### src/rtl/rv32_pkg.sv
// Shared RV32 definitions: LSU state encoding, decoder enums moved here so the
// decoder and the memory interface agree on them, and byte-lane helpers.
package rv32_pkg;

    localparam int unsigned BYTE_LANES = 4;

    typedef enum logic [1:0] {
        IDLE,
        BUSY,
        DONE,
        ABORT
    } lsu_state_t;

    typedef enum logic [3:0] {
        FOP_ADD,
        FOP_SUB,
        FOP_AND,
        FOP_OR,
        FOP_XOR,
        FOP_SLT,
        FOP_SLTU,
        FOP_SLL,
        FOP_SRL,
        FOP_SRA
    } fop_t;

    typedef enum logic [2:0] {
        B_NONE,
        B_EQ,
        B_NE,
        B_LT,
        B_GE,
        B_LTU,
        B_GEU
    } b_t;

    typedef enum logic [2:0] {
        INST_R,
        INST_I,
        INST_S,
        INST_B,
        INST_U,
        INST_J
    } inst_type;

    // One-hot lane enable for a byte access at lane b.
    function automatic logic [BYTE_LANES-1:0] lane_mask(input logic [1:0] b);
        return BYTE_LANES'(1) << b;
    endfunction

endpackage

### src/rtl/data_mem_interface_if.sv
// Data bus between the load/store unit (master) and memory (slave).
// Signals: bus_addr/bus_wdata/bus_byte_en/bus_read/bus_write (master->slave),
//          bus_rdata/bus_ack (slave->master).
interface data_mem_interface_if
    import rv32_pkg::*;
#(
    parameter int unsigned ADDR_W = 32
) ();

    logic [ADDR_W-1:0]     bus_addr;
    logic [31:0]           bus_wdata;
    logic [BYTE_LANES-1:0] bus_byte_en;
    logic                  bus_read;
    logic                  bus_write;
    logic [31:0]           bus_rdata;
    logic                  bus_ack;

    modport master (
        output bus_addr, bus_wdata, bus_byte_en, bus_read, bus_write,
        input  bus_rdata, bus_ack
    );

    modport slave (
        input  bus_addr, bus_wdata, bus_byte_en, bus_read, bus_write,
        output bus_rdata, bus_ack
    );

endinterface

### src/rtl/data_mem_interface_load_align.sv
// load_align: selects the addressed byte lane and sign-extends it for lb;
// passes the full word through for lw. Purely combinational.
// Ports: rdata (bus word), b (byte offset), is_byte -> data (writeback value).
module load_align (
    input  logic [31:0] rdata,
    input  logic [1:0]  b,
    input  logic        is_byte,
    output logic [31:0] data
);

    logic [7:0] lane_c;

    always_comb begin
        lane_c = rdata[{b, 3'b000} +: 8];
        data   = is_byte ? {{24{lane_c[7]}}, lane_c} : rdata;
    end

endmodule

### src/rtl/data_mem_interface.sv
// data_mem_interface: executes decoded loads/stores over a req/ack data bus,
// stalls the pipeline while a transfer is outstanding and returns lw/lb data.
// Ports: clk, rst (sync, active high); read_mem/write_mem/load_byte/store_byte,
//        addr, store_data from the pipeline; mem_stall, load_data, mem_err back;
//        bus (data_mem_interface_if.master) towards memory.
// Option: MISALIGN_CHECK_EN aborts word accesses with addr[1:0]!=0 without
//         touching the bus; otherwise such accesses are aligned down.
// mem_stall is combinational: it must rise in the same cycle the request appears.
module data_mem_interface
    import rv32_pkg::*;
#(
    parameter int unsigned ADDR_W         = 32,
    parameter int unsigned TIMEOUT_CYCLES = 255
) (
    input  logic                 clk,
    input  logic                 rst,
    input  logic                 read_mem,
    input  logic                 write_mem,
    input  logic                 load_byte,
    input  logic                 store_byte,
    input  logic [ADDR_W-1:0]    addr,
    input  logic [31:0]          store_data,
    output logic                 mem_stall,
    output logic [31:0]          load_data,
    output logic                 mem_err,
    data_mem_interface_if.master bus
);

    localparam int unsigned CNT_W = (TIMEOUT_CYCLES > 1) ? $clog2(TIMEOUT_CYCLES) : 1;
    localparam logic [CNT_W-1:0] CNT_LAST = CNT_W'(TIMEOUT_CYCLES - 1);

    lsu_state_t            state_q, state_d;
    logic [CNT_W-1:0]      cnt_q, cnt_d;
    logic                  is_write_q, is_write_d;
    logic                  is_byte_q, is_byte_d;
    logic [1:0]            lane_q, lane_d;
    logic [ADDR_W-1:0]     bus_addr_q, bus_addr_d;
    logic [31:0]           bus_wdata_q, bus_wdata_d;
    logic [BYTE_LANES-1:0] bus_byte_en_q, bus_byte_en_d;
    logic                  bus_read_q, bus_read_d;
    logic                  bus_write_q, bus_write_d;
    logic [31:0]           load_data_q, load_data_d;
    logic                  mem_err_q, mem_err_d;

    logic                  req_c;
    logic                  req_byte_c;
    logic                  misalign_c;
    logic [31:0]           aligned_c;

    assign req_c      = read_mem | write_mem;
    assign req_byte_c = write_mem ? store_byte : load_byte;

`ifdef MISALIGN_CHECK_EN
    assign misalign_c = ~req_byte_c & (addr[1:0] != 2'b00);
`else
    assign misalign_c = 1'b0;
`endif

    load_align u_load_align (
        .rdata   (bus.bus_rdata),
        .b       (lane_q),
        .is_byte (is_byte_q),
        .data    (aligned_c)
    );

    // Next-state and registered-output logic.
    always_comb begin
        state_d       = state_q;
        cnt_d         = cnt_q;
        is_write_d    = is_write_q;
        is_byte_d     = is_byte_q;
        lane_d        = lane_q;
        bus_addr_d    = bus_addr_q;
        bus_wdata_d   = bus_wdata_q;
        bus_byte_en_d = bus_byte_en_q;
        bus_read_d    = bus_read_q;
        bus_write_d   = bus_write_q;
        load_data_d   = load_data_q;
        mem_err_d     = 1'b0;

        case (state_q)
            IDLE: begin
                cnt_d = '0;
                if (req_c) begin
                    // write_mem wins when both requests are raised
                    is_write_d = write_mem;
                    is_byte_d  = req_byte_c;
                    lane_d     = addr[1:0];
                    if (misalign_c) begin
                        state_d   = ABORT;
                        mem_err_d = 1'b1;
                        if (!write_mem) begin
                            load_data_d = '0;
                        end
                    end else begin
                        state_d       = BUSY;
                        bus_read_d    = ~write_mem;
                        bus_write_d   = write_mem;
                        bus_addr_d    = {addr[ADDR_W-1:2], 2'b00};
                        bus_byte_en_d = (write_mem && store_byte) ? lane_mask(addr[1:0])
                                                                  : {BYTE_LANES{1'b1}};
                        bus_wdata_d   = (write_mem && store_byte) ? {BYTE_LANES{store_data[7:0]}}
                                                                  : store_data;
                    end
                end
            end
            BUSY: begin
                if (bus.bus_ack) begin
                    state_d     = DONE;
                    bus_read_d  = 1'b0;
                    bus_write_d = 1'b0;
                    if (!is_write_q) begin
                        load_data_d = aligned_c;
                    end
                end else if (cnt_q == CNT_LAST) begin
                    state_d     = ABORT;
                    bus_read_d  = 1'b0;
                    bus_write_d = 1'b0;
                    mem_err_d   = 1'b1;
                    if (!is_write_q) begin
                        load_data_d = '0;
                    end
                end else begin
                    cnt_d = cnt_q + CNT_W'(1);
                end
            end
            DONE:    state_d = IDLE;
            ABORT:   state_d = IDLE;
            default: state_d = IDLE;
        endcase
    end

    always_ff @(posedge clk) begin
        if (rst) begin
            state_q       <= IDLE;
            cnt_q         <= '0;
            is_write_q    <= 1'b0;
            is_byte_q     <= 1'b0;
            lane_q        <= 2'b00;
            bus_addr_q    <= '0;
            bus_wdata_q   <= '0;
            bus_byte_en_q <= '0;
            bus_read_q    <= 1'b0;
            bus_write_q   <= 1'b0;
            load_data_q   <= '0;
            mem_err_q     <= 1'b0;
        end else begin
            state_q       <= state_d;
            cnt_q         <= cnt_d;
            is_write_q    <= is_write_d;
            is_byte_q     <= is_byte_d;
            lane_q        <= lane_d;
            bus_addr_q    <= bus_addr_d;
            bus_wdata_q   <= bus_wdata_d;
            bus_byte_en_q <= bus_byte_en_d;
            bus_read_q    <= bus_read_d;
            bus_write_q   <= bus_write_d;
            load_data_q   <= load_data_d;
            mem_err_q     <= mem_err_d;
        end
    end

    assign mem_stall       = (state_q == BUSY) || ((state_q == IDLE) && req_c);
    assign load_data       = load_data_q;
    assign mem_err         = mem_err_q;
    assign bus.bus_addr    = bus_addr_q;
    assign bus.bus_wdata   = bus_wdata_q;
    assign bus.bus_byte_en = bus_byte_en_q;
    assign bus.bus_read    = bus_read_q;
    assign bus.bus_write   = bus_write_q;

endmodule

### src/flat_wrapper.sv
// flat-port wrapper written by rule: the top's interface ports become plain ports
module data_mem_interface_flat import rv32_pkg::*;
#(
    parameter int unsigned ADDR_W         = 32,
    parameter int unsigned TIMEOUT_CYCLES = 255
)
  (clk, rst, read_mem, write_mem, load_byte, store_byte, addr, store_data, mem_stall, load_data, mem_err, bus_bus_addr, bus_bus_wdata, bus_bus_byte_en, bus_bus_read, bus_bus_write, bus_bus_rdata, bus_bus_ack);
  data_mem_interface_if #(.ADDR_W(ADDR_W)) bus_i ();
  input  logic clk;
  input  logic rst;
  input  logic read_mem;
  input  logic write_mem;
  input  logic load_byte;
  input  logic store_byte;
  input  logic [ADDR_W-1:0] addr;
  input  logic [31:0] store_data;
  output logic mem_stall;
  output logic [31:0] load_data;
  output logic mem_err;
  output wire logic [$bits(bus_i.bus_addr)-1:0] bus_bus_addr;
  output wire logic [$bits(bus_i.bus_wdata)-1:0] bus_bus_wdata;
  output wire logic [$bits(bus_i.bus_byte_en)-1:0] bus_bus_byte_en;
  output wire logic [$bits(bus_i.bus_read)-1:0] bus_bus_read;
  output wire logic [$bits(bus_i.bus_write)-1:0] bus_bus_write;
  input wire logic [$bits(bus_i.bus_rdata)-1:0] bus_bus_rdata;
  input wire logic [$bits(bus_i.bus_ack)-1:0] bus_bus_ack;
  assign bus_bus_addr = bus_i.bus_addr;
  assign bus_bus_wdata = bus_i.bus_wdata;
  assign bus_bus_byte_en = bus_i.bus_byte_en;
  assign bus_bus_read = bus_i.bus_read;
  assign bus_bus_write = bus_i.bus_write;
  assign bus_i.bus_rdata = bus_bus_rdata;
  assign bus_i.bus_ack = bus_bus_ack;
  data_mem_interface #(.ADDR_W(ADDR_W), .TIMEOUT_CYCLES(TIMEOUT_CYCLES)) u_core (.clk(clk), .rst(rst), .read_mem(read_mem), .write_mem(write_mem), .load_byte(load_byte), .store_byte(store_byte), .addr(addr), .store_data(store_data), .mem_stall(mem_stall), .load_data(load_data), .mem_err(mem_err), .bus(bus_i));
endmodule
### config.mk
export PLATFORM = sky130hd
export DESIGN_NAME = data_mem_interface_flat
export DESIGN_NICKNAME = d
export VERILOG_FILES = /design/src/rtl/rv32_pkg.sv /design/src/rtl/data_mem_interface_if.sv /design/src/rtl/data_mem_interface_load_align.sv /design/src/rtl/data_mem_interface.sv /design/src/flat_wrapper.sv
export SDC_FILE = /design/constraint.sdc
export NUM_CORES = 1
export LEC_CHECK = 0
export CAP_MARGIN = 20
export CORE_ASPECT_RATIO = 0.75
export CORE_UTILIZATION = 45
export CTS_CLUSTER_DIAMETER = 40
export CTS_CLUSTER_SIZE = 8
export DETAILED_ROUTE_END_ITERATION = 10
export PLACE_DENSITY = 0.86
export REMOVE_ABC_BUFFERS = 1
export SLEW_MARGIN = 0
export SYNTH_ARGS = -nofsm -noshare
export SYNTH_HDL_FRONTEND = slang
export SYNTH_SLANG_ARGS = --single-unit
### constraint.sdc
create_clock -name clk -period 4.6 [get_ports clk]
set_input_delay 0.46 -clock clk [delete_from_list [all_inputs] [get_ports clk]]
set_output_delay 0.46 -clock clk [all_outputs]
set_load 0.005 [all_outputs]
==> out/results.txt, run 1 <==
Clk Tree Root Cell: clkbuf_16
Largest net degree at the start of global routing: 67
Hold path start: rst
MaxCap Viol Count: 0
Final hold vios: 0
Die height: 89.4 um
Power per cell area: 423 mW/mm^2
Synth Cell Area: 0.00459 sq mm
P_leak: 2.74 nW
Routed vias: 4,634
Sequential fraction of the synthesis area: 50.2%
Ys Warns: 0
Mean post-synth cell area: 8.61 sq um
CP Capture Point: mem_stall
R2r setup slk: 2.19 ns
Element type at the critical path end: primary output
R2R cell count: 5
Peak VDD IR: 0.000381 V
Post-CTS Setup Bufs: 0
Synth top area cells: dfxtp_1 50%, a21oi_1 13%, nand2_1 7.0%
# rows: 31
ANT nets after route: 0
Via density: 5.38
Worst r2r dst: u_core.bus.bus_wdata[24]
Vias in the first global route: 4,681
Final setup margin: 1.75 ns
Layout cells sized above 1: 5.90%
Synth Flop Type: dfxtp_1
Area grow syn2layout: 58.7%
Status: finished, final reports clean
Async SR Flop Fraction: 0%
WL/cell: 16.5 um
FF+latch count, synth: 115
Clock latency on the worst-skew pair: 0.41 ns
Worst slack at placement: 1.76 ns
Total placed instance area: 0.00663 sq mm
CP Class: in -> out
Max-slew violation count: 0
# resized after CTS: 0
Clock Skew: 0.00562 ns
Setup crit start kind: input pin
Crit share post-route: 61.9%
Total GRT Usage: 27.6%
Data required, critical path: 4.14 ns
Fmax: 351 MHz
Final instance area: 0.00728 sq mm
Die area: 0.0106 sq mm
Nets@finish: 822
R2R Path Start: u_core.state_q[0]
RSZ-0062 raised after global routing: no
Num CTS Buffers: 17
Unique masters post-synth: 41
Critical Path Source: write_mem
Setup TNS: 0 ns
HP Class: in -> reg
Core Area: 0.00977 sq mm
CP Data Arrival Time: 2.39 ns
Yosys top cell area share: 50.2%
Total gr overflow: 0
Number of flops mapped to enable cells by yosys: 0
DRC viols: 0
Final Power: 3.08 mW
Worst-path fanout max: 44
Syn Inst Count: 533
Clk sinks: 115
Worst-path clk slew: 0.05 ns
Final WL: 14,200 um
Tmin final: 2.85 ns
Cell with the most instances after synthesis: a21oi_1
CTS tree: done
Placer Congestion: 0.840
Area leader, netlist: dfxtp_1
Hold Slack: 0.444 ns
Initial core utilization: 46.9%
IO Count: 207
Tightest Pin Transition: 0.911 ns
Detailed Routing Iterations Pass 1: 4
DP Wirelength: 9830 um
Commonest cells in the netlist: 119 x a21oi_1, 115 x dfxtp_1, 86 x nand2_1, 32 x o2bb2ai_1, 29 x o21ai_0
Max-slew headroom: 39.1%
Horiz. Die Dim: 119 um
DRT iter0 DRCs: 206
Initial antenna violation count: 0
H-tree depth: 4
Port bufs: 204
Final setup fails: 0
CTS hold repair buffers: 0
ANT cells: 0
Clock tree buffer depth: 2
First-pass GRT wire length: 22,800 um
## through the flow
step	util, %	std cells
2_1_floorplan	-	489
3_3_place_gp	67.7	828
3_5_place_dp	67.8	829
4_1_cts	74.2	860
5_1_grt	74.5	861
6_report	74.5	861
## sequential cells by signal, indices dropped and copies added, names as in the netlist
name	flops
u_core.bus.bus_wdata	32
u_core.load_data	32
u_core.bus.bus_addr	30
u_core.cnt_q	8
u_core.bus.bus_byte_en	4
u_core.lane_q	2
u_core.state_q	2
u_core.bus.bus_read	1
u_core.bus.bus_write	1
u_core.is_byte_q	1
u_core.is_write_q	1
u_core.mem_err	1
## worst min-delay path by stage
stage                     cells past startpoint                 endpoint
after floorplan                               2  u_core.bus.bus_addr[10]
after global placement                        1      u_core.load_data[0]
after detailed placement                      1      u_core.load_data[2]
after CTS                                     2        u_core.is_write_q
after global routing                          1      u_core.load_data[6]
final                                         2          u_core.cnt_q[1]
## layer usage
metal	GRT usage (%)	up-vias	routed length [um]
met2	45.9	164	6800
met1	32.4	2196	6060
met3	10.5	18	1180
met5	0	-	0
li1	-	2256	-
met4	12.1	0	210
## cell type report
| cell class | count | area [sq um] |
|---|---|---|
| fill | 724 | 2490 |
| sequential | 115 | 2300 |
| timing repair buffer | 209 | 2100 |
| multi-input combinational | 368 | 2070 |
| clock buffer | 20 | 437 |
| clock inverter | 11 | 185 |
| tap | 132 | 165 |
| inverter | 6 | 22.5 |
## cell usage in the layout (no fill, tap or decap), types with 8 or more instances in the layout
| cell type | netlist | routed |
|---|---|---|
| and3_1 | 8 | 8 |
| dfxtp_1 | 115 | 115 |
| o2bb2ai_1 | 32 | 32 |
| clkdlybuf4s50_1 | 0 | 203 |
| nand2_1 | 86 | 86 |
| nor2_1 | 24 | 24 |
| a21oi_1 | 119 | 119 |
| clkbuf_16 | 0 | 17 |
| mux2i_1 | 8 | 8 |
| o21ai_0 | 29 | 29 |
## cells by family after synthesis
kind of cell / count (synthesis) / share of synthesized area [%]
xor+xnor: 2 / 0.382
fa+ha+maj: 2 / 0.545
flops: 115 / 50.2
buf+inv: 51 / 5.10
mux: 9 / 2.24
compound gates: 212 / 28.2
other cells: 1 / 0.0818
simple gates: 141 / 13.2
## report_power, final
part	internal [mW]	total [mW]	switching, mW
combinational	0.293	0.540	0.247
sequential	1.08	1.14	0.0580
clock	0.953	1.40	0.447
total	2.33	3.08	0.752
## worst max-delay path, stage by stage
cell	delay, ns
clkdlybuf4s50_1	0.70
o21ai_4	0.25
buf_4	0.41
nand2_1	0.10
clkdlybuf4s50_1	0.46
No activity file was read; power rests on OpenSTA's default activity.
==> inputs of run 2 (changes only) <==
--- a/config.mk
+++ b/config.mk
@@ -7,11 +7,11 @@
 export LEC_CHECK = 0
 export CAP_MARGIN = 20
 export CORE_ASPECT_RATIO = 0.75
-export CORE_UTILIZATION = 45
+export CORE_UTILIZATION = 42
 export CTS_CLUSTER_DIAMETER = 40
 export CTS_CLUSTER_SIZE = 8
 export DETAILED_ROUTE_END_ITERATION = 10
-export PLACE_DENSITY = 0.86
+export PLACE_DENSITY = 0.81
 export REMOVE_ABC_BUFFERS = 1
 export SLEW_MARGIN = 0
 export SYNTH_ARGS = -nofsm -noshare
==> constraint.sdc (replaced) <==
create_clock -name clk -period 2.99 [get_ports clk]
set_input_delay 0.299 -clock clk [delete_from_list [all_inputs] [get_ports clk]]
set_output_delay 0.299 -clock clk [all_outputs]
set_load 0.005 [all_outputs]
==> out/results.txt, run 2 (synthesis results as in run 1) <==
HP Class: in -> reg (unchanged)
Clock power frac: 46.4% (was 45.4%)
Max-slew violation count: 0 (unchanged)
Element type at the critical path end: primary output (unchanged)
WL/cell: 16.5 um (about the same)
Hold path depth: 3 (was 2)
ANT nets after route: 0 (unchanged)
Net Sw Power: 1.19 mW (was 0.752 mW)
Status: finished, final reports clean (unchanged)
Tmin final: 2.24 ns
Final hold vios: 0 (unchanged)
Initial core utilization: 43.9% (was 46.9%)
ANT cells: 0 (unchanged)
Placer Congestion: 0.865 (was 0.840)
Peak VDD IR: 0.000444 V (was 0.000381 V)
Hold Slack: 0.443 ns (was 0.444 ns)
MaxCap Viol Count: 0 (unchanged)
Power per cell area: 659 mW/mm^2 (was 423 mW/mm^2)
Worst r2r dst: u_core.load_data[26] (was u_core.bus.bus_wdata[24])
Sequential Power Share: 36.2% (was 37.0%)
Final Power: 4.83 mW (was 3.08 mW)
RSZ-0062 raised after global routing: no (unchanged)
Worst slack at placement: 0.690 ns (was 1.76 ns)
Commonest non-fill, non-tap cells in the layout: 203 x clkdlybuf4s50_1, 119 x a21oi_1, 115 x dfxtp_1 (unchanged)
IO Count: 207 (unchanged)
Final WL: 14,300 um (was 14,200 um)
P_leak: 2.75 nW (was 2.74 nW)
Total GRT Usage: 26.0% (was 27.6%)
Layout cells sized above 1: 6.69% (was 5.90%)
CP Class: reg -> out (was in -> out)
Final setup fails: 0 (unchanged)
Gate power share: 17.4% (was 17.5%)
Tightest Pin Transition: 0.914 ns (was 0.911 ns)
CP Data Arrival Time: 1.94 ns (was 2.39 ns)
Worst-path clk slew: 0.05 ns (about the same)
Setup TNS: 0 ns (unchanged)
Die area: 0.0113 sq mm (was 0.0106 sq mm)
# rows: 32 (was 31)
# resized after CTS: 0 (unchanged)
Num CTS Buffers: 17 (unchanged)
Fillers: 773 (was 724)
Final setup margin: 0.755 ns (was 1.75 ns)
DRC viols: 0 (unchanged)
Clock tree buffer depth: 2 (unchanged)
Total gr overflow: 0 (unchanged)
Max-slew headroom: 39.0% (was 39.1%)
Crit share post-route: 74.8%
R2R Path Start: u_core.cnt_q[0] (was u_core.state_q[0])
Data required, critical path: 2.69 ns (was 4.14 ns)
WHS Endpoint: u_core.bus.bus_addr[13] (was u_core.cnt_q[1])
GR Util met1: 29.7% (was 32.4%)
First-pass GRT wire length: 22,900 um (was 22,800 um)
Final Instance Count excl. Fillers: 868 (was 861)
GR peak layer: met2 (unchanged)
Vias in the first global route: 4,703 (was 4,681)
Post-CTS Setup Bufs: 0 (unchanged)
Die height: 92.5 um (was 89.4 um)
Port bufs: 204 (unchanged)
Internal power: 3.64 mW (was 2.33 mW)
DP Wirelength: 10,000 um (was 9830 um)
GR Layer Usage met3: 10.7% (was 10.5%)
H-tree depth: 4 (unchanged)
Clock latency on the worst-skew pair: 0.40 ns (was 0.41 ns)
R2R cell count: 7 (was 5)
Met2 GRT Util: 42.7% (was 45.9%)
CTS hold repair buffers: 0 (unchanged)
Area of the multi-input gates: 0.00207 sq mm (unchanged)
R2r setup slk: 0.91 ns (was 2.19 ns)
Setup crit start kind: flop (was input pin)
Commonest non-fill, non-tap cell in the layout: clkdlybuf4s50_1 (unchanged)
Initial antenna violation count: 0 (unchanged)
Nets@finish: 824 (was 822)
Clock Skew: 0.00741 ns (was 0.00562 ns)
DRT iter0 DRCs: 256 (was 206)
Worst-path fanout max: 8 (was 44)
Area taken by flip-flops and latches: 0.00230 sq mm (unchanged)
Via density: 5.39 (was 5.38)
Fmax: 447 MHz
Core Area: 0.0105 sq mm (was 0.00977 sq mm)
CTS tree: done (unchanged)
Detailed Routing Iterations Pass 1: 5 (was 4)
Routed vias: 4,678 (was 4,634)
Clk Tree Root Cell: clkbuf_16 (unchanged)
Area grow syn2layout: 59.7% (was 58.7%)
Clk sinks: 115 (unchanged)
Largest net degree at the start of global routing: 84 (was 67)
Horiz. Die Dim: 123 um (was 119 um)
Hold path start: addr[13] (was rst)
Switching part of the total: 24.6% (was 24.4%)
Placed cell count: 836 (was 829)
## run 2: cell count changes in the layout (fill, tap and decap cells not counted)
cell	before	now
clkinv_2	4	2
clkbuf_1	3	0
clkinvlp_4	2	5
buf_12	0	1
buf_4	3	6
clkbuf_8	0	2
clkinv_4	0	1
buf_8	1	0
buf_16	1	0
## run 2: final cells by class
type | instances | area share [%]
sequential | 115 | 31.4
timing repair buffer | 211 | 28.7
inverter | 6 | 0.308
clock buffer | 19 | 6.18
multi-input combinational | 368 | 28.2
clock inverter | 13 | 2.82
tap | 136 | 2.32
## run 2: layer usage
metal | routed length [um] | vias up | share of wire (%)
li1 | - | 2269 | -
met4 | 320 | 0 | 2.2
met2 | 6740 | 180 | 47
met3 | 1250 | 23 | 8.8
met1 | 6010 | 2206 | 42
met5 | 0 | - | 0
## run 2: power by group through the flow
stage	registers, mW	logic [mW]	clock network (mW)
6_report	1.75	0.841	2.24
5_1_grt	1.76	0.914	2.34
4_1_cts	1.75	0.845	2.26
3_5_place_dp	1.78	0.838	0
3_3_place_gp	1.77	0.817	0
2_1_floorplan	1.78	0.308	0
## run 2: how the worst max path moves through the flow
stage                                          end  cells past startpoint               from  slack, ns
after floorplan           u_core.bus.bus_wdata[10]                      4  u_core.state_q[0]       0.40
after detailed placement   u_core.bus.bus_wdata[9]                      5          write_mem       0.69
after CTS                                mem_stall                      4  u_core.state_q[0]       0.74
after global routing                     mem_stall                      4  u_core.state_q[0]       0.62
final                                    mem_stall                      4  u_core.state_q[0]       0.75
after global placement    u_core.bus.bus_wdata[24]                      5          write_mem       0.79
## run 2: per-stage QoR
stage	instance area (sq um)	util (%)
4_1_cts	7320	70.1
2_1_floorplan	4380	-
3_5_place_dp	6660	63.8
3_3_place_gp	6660	63.8
6_report	7320	70.1
5_1_grt	7320	70.1
## run 2: critical path, stage by stage (launching register included)
cell	delay, ns
dfxtp_1	0.38
nor2_1	0.45
o21ai_4	0.11
nand2_1	0.08
clkdlybuf4s50_1	0.53
==> inputs of run 3 (changes only) <==
--- a/config.mk
+++ b/config.mk
@@ -7,11 +7,11 @@
 export LEC_CHECK = 0
 export CAP_MARGIN = 20
 export CORE_ASPECT_RATIO = 0.75
-export CORE_UTILIZATION = 42
+export CORE_UTILIZATION = 38
 export CTS_CLUSTER_DIAMETER = 40
 export CTS_CLUSTER_SIZE = 8
 export DETAILED_ROUTE_END_ITERATION = 10
-export PLACE_DENSITY = 0.81
+export PLACE_DENSITY = 0.77
 export REMOVE_ABC_BUFFERS = 1
 export SLEW_MARGIN = 0
 export SYNTH_ARGS = -nofsm -noshare
==> constraint.sdc (replaced) <==
create_clock -name clk -period 2 [get_ports clk]
set_input_delay 0.2 -clock clk [delete_from_list [all_inputs] [get_ports clk]]
set_output_delay 0.2 -clock clk [all_outputs]
set_load 0.005 [all_outputs]
==> out/results.txt, run 3 (synthesis results as in run 1) <==
Status: finished, final reports clean (unchanged)
ANT nets after route: 0 (unchanged)
DRC viols: 0 (unchanged)
Core Area: 0.0117 sq mm (was 0.0105 sq mm)
Commonest non-fill, non-tap cells in the layout: 203 x clkdlybuf4s50_1, 119 x a21oi_1, 114 x dfxtp_1 (was 203 x clkdlybuf4s50_1, 119 x a21oi_1, 115 x dfxtp_1)
Tightest Pin Transition: 0.792 ns (was 0.914 ns)
Routed vias: 4,727 (was 4,678)
Nets@finish: 838 (was 824)
CP Class: reg -> out (unchanged)
Final instance area: 0.00744 sq mm (was 0.00732 sq mm)
Element type at the critical path end: primary output (unchanged)
Clock tree buffer depth: 2 (unchanged)
Worst-path clk slew: 0.05 ns (about the same)
Detailed Routing Iterations Pass 1: 5 (unchanged)
Port bufs: 204 (unchanged)
H-tree depth: 4 (unchanged)
Layout cells sized above 1: 8.19% (was 6.69%)
Fillers: 967 (was 773)
Max-slew violation count: 0 (unchanged)
Die height: 97.1 um (was 92.5 um)
Total GRT Usage: 24.0% (was 26.0%)
Final setup margin: 0.0981 ns (was 0.755 ns)
HP Class: in -> reg (unchanged)
Data required, critical path: 1.80 ns (was 2.69 ns)
Final setup fails: 0 (unchanged)
ANT cells: 0 (unchanged)
Max-slew headroom: 47.1% (was 39.0%)
Placer Congestion: 0.842 (was 0.865)
Initial antenna violation count: 1 (was 0)
Via density: 5.21 (was 5.39)
Die area: 0.0125 sq mm (was 0.0113 sq mm)
RSZ-0062 raised after global routing: no (unchanged)
Setup TNS: 0 ns (unchanged)
Largest net degree at the start of global routing: 56 (was 84)
Worst-path fanout max: 7 (was 8)
Tmin final: 1.90 ns
Num CTS Buffers: 17 (unchanged)
Total gr overflow: 0 (unchanged)
Initial core utilization: 39.4% (was 43.9%)
Commonest non-fill, non-tap cell in the layout: clkdlybuf4s50_1 (unchanged)
CTS hold repair buffers: 0 (unchanged)
CTS tree: done (unchanged)
# rows: 34 (was 32)
Clk sinks: 115 (unchanged)
Crit share post-route: 95.1%
P_leak: 2.81 nW (was 2.75 nW)
Vias in the first global route: 4,764 (was 4,703)
MaxCap Viol Count: 0 (unchanged)
Post-CTS Setup Bufs: 0 (unchanged)
Peak VDD IR: 0.000661 V (was 0.000444 V)
First-pass GRT wire length: 23,500 um (was 22,900 um)
WL/cell: 16.2 um (was 16.5 um)
Final WL: 14,700 um (was 14,300 um)
# resized after CTS: 0 (unchanged)
Final hold vios: 0 (unchanged)
Worst slack at placement: 0.218 ns (was 0.690 ns)
Total placed instance area: 0.00686 sq mm (was 0.00666 sq mm)
Area grow syn2layout: 62.3% (was 59.7%)
Clock Skew: 0.0102 ns (was 0.00741 ns)
IO Count: 207 (unchanged)
Setup crit start kind: flop (unchanged)
Power per cell area: 927 mW/mm^2 (was 659 mW/mm^2)
Clock latency on the worst-skew pair: 0.40 ns (about the same)
Fmax: 526 MHz
Clk Tree Root Cell: clkbuf_16 (unchanged)
DRT iter0 DRCs: 272 (was 256)
Horiz. Die Dim: 129 um (was 123 um)
DP Wirelength: 10,300 um (was 10,000 um)
CP Data Arrival Time: 1.70 ns (was 1.94 ns)
==> run 3: changes by cell type in the layout (fill, tap and decap cells not counted), sizes merged <==
cell | previous run | this run
bufinv | 5 | 2
clkbuf | 19 | 22
buf | 8 | 22
clkinvlp | 5 | 4
==> run 3: power breakdown <==
part | switching (mW) | internal [mW]
sequential | 0.115 | 2.49
clock | 1.04 | 1.92
combinational | 0.599 | 0.738
total | 1.76 | 5.15
==> run 3: metrics by stage <==
step	cells	power (mW)	hold slack, ns	util, %
after floorplan	489	3.12	0.269	-
final	907	6.90	0.346	63.9
after global routing	907	7.20	0.349	63.9
after detailed placement	876	3.98	0.441	58.9
after global placement	876	3.94	0.433	58.9
after CTS	907	6.94	0.331	63.9
==> run 3: final cells by class <==
| type | count | area [sq um] | area share (%) |
|---|---|---|---|
| Sequential cell | 115 | 2300 | 30.9 |
| Timing Repair Buffer | 225 | 2270 | 30.5 |
| Multi-Input combinational cell | 368 | 2070 | 27.8 |
| Clock buffer | 22 | 474 | 6.37 |
| Tap cell | 162 | 203 | 2.72 |
| Clock inverter | 9 | 105 | 1.41 |
| Inverter | 6 | 22.5 | 0.303 |
==> run 3: metal layers <==
layer,wire [um],GRT usage [%],vias up
li1,-,-,2297
met1,6370,28.8,2228
met2,6700,37.7,182
met3,1360,10.4,18
met4,229,9.32,2
met5,16,0,-
==> run 3: critical path, stage by stage (launching register included) <==
cell and delay, ns:
dfxtp_1 0.35, nor2_1 0.14, buf_4 0.17, o21ai_4 0.07, nand2_1 0.07, clkdlybuf4s50_1 0.49
==> run 3: path summary, 6_finish.rpt <==
| kind | from | to | slack, ns | cells past startpoint |
|---|---|---|---|---|
| setup / recovery | u_core.state_q[1] | mem_stall | 0.1 | 5 |
| hold / removal | addr[3] | u_core.bus.bus_addr[3] | 0.35 | 3 |
| setup reg to reg | u_core.cnt_q[0] | u_core.load_data[10] | 0.22 | 7 |
| hold reg to reg | u_core.load_data[6] | u_core.load_data[6] | 0.45 | 1 |
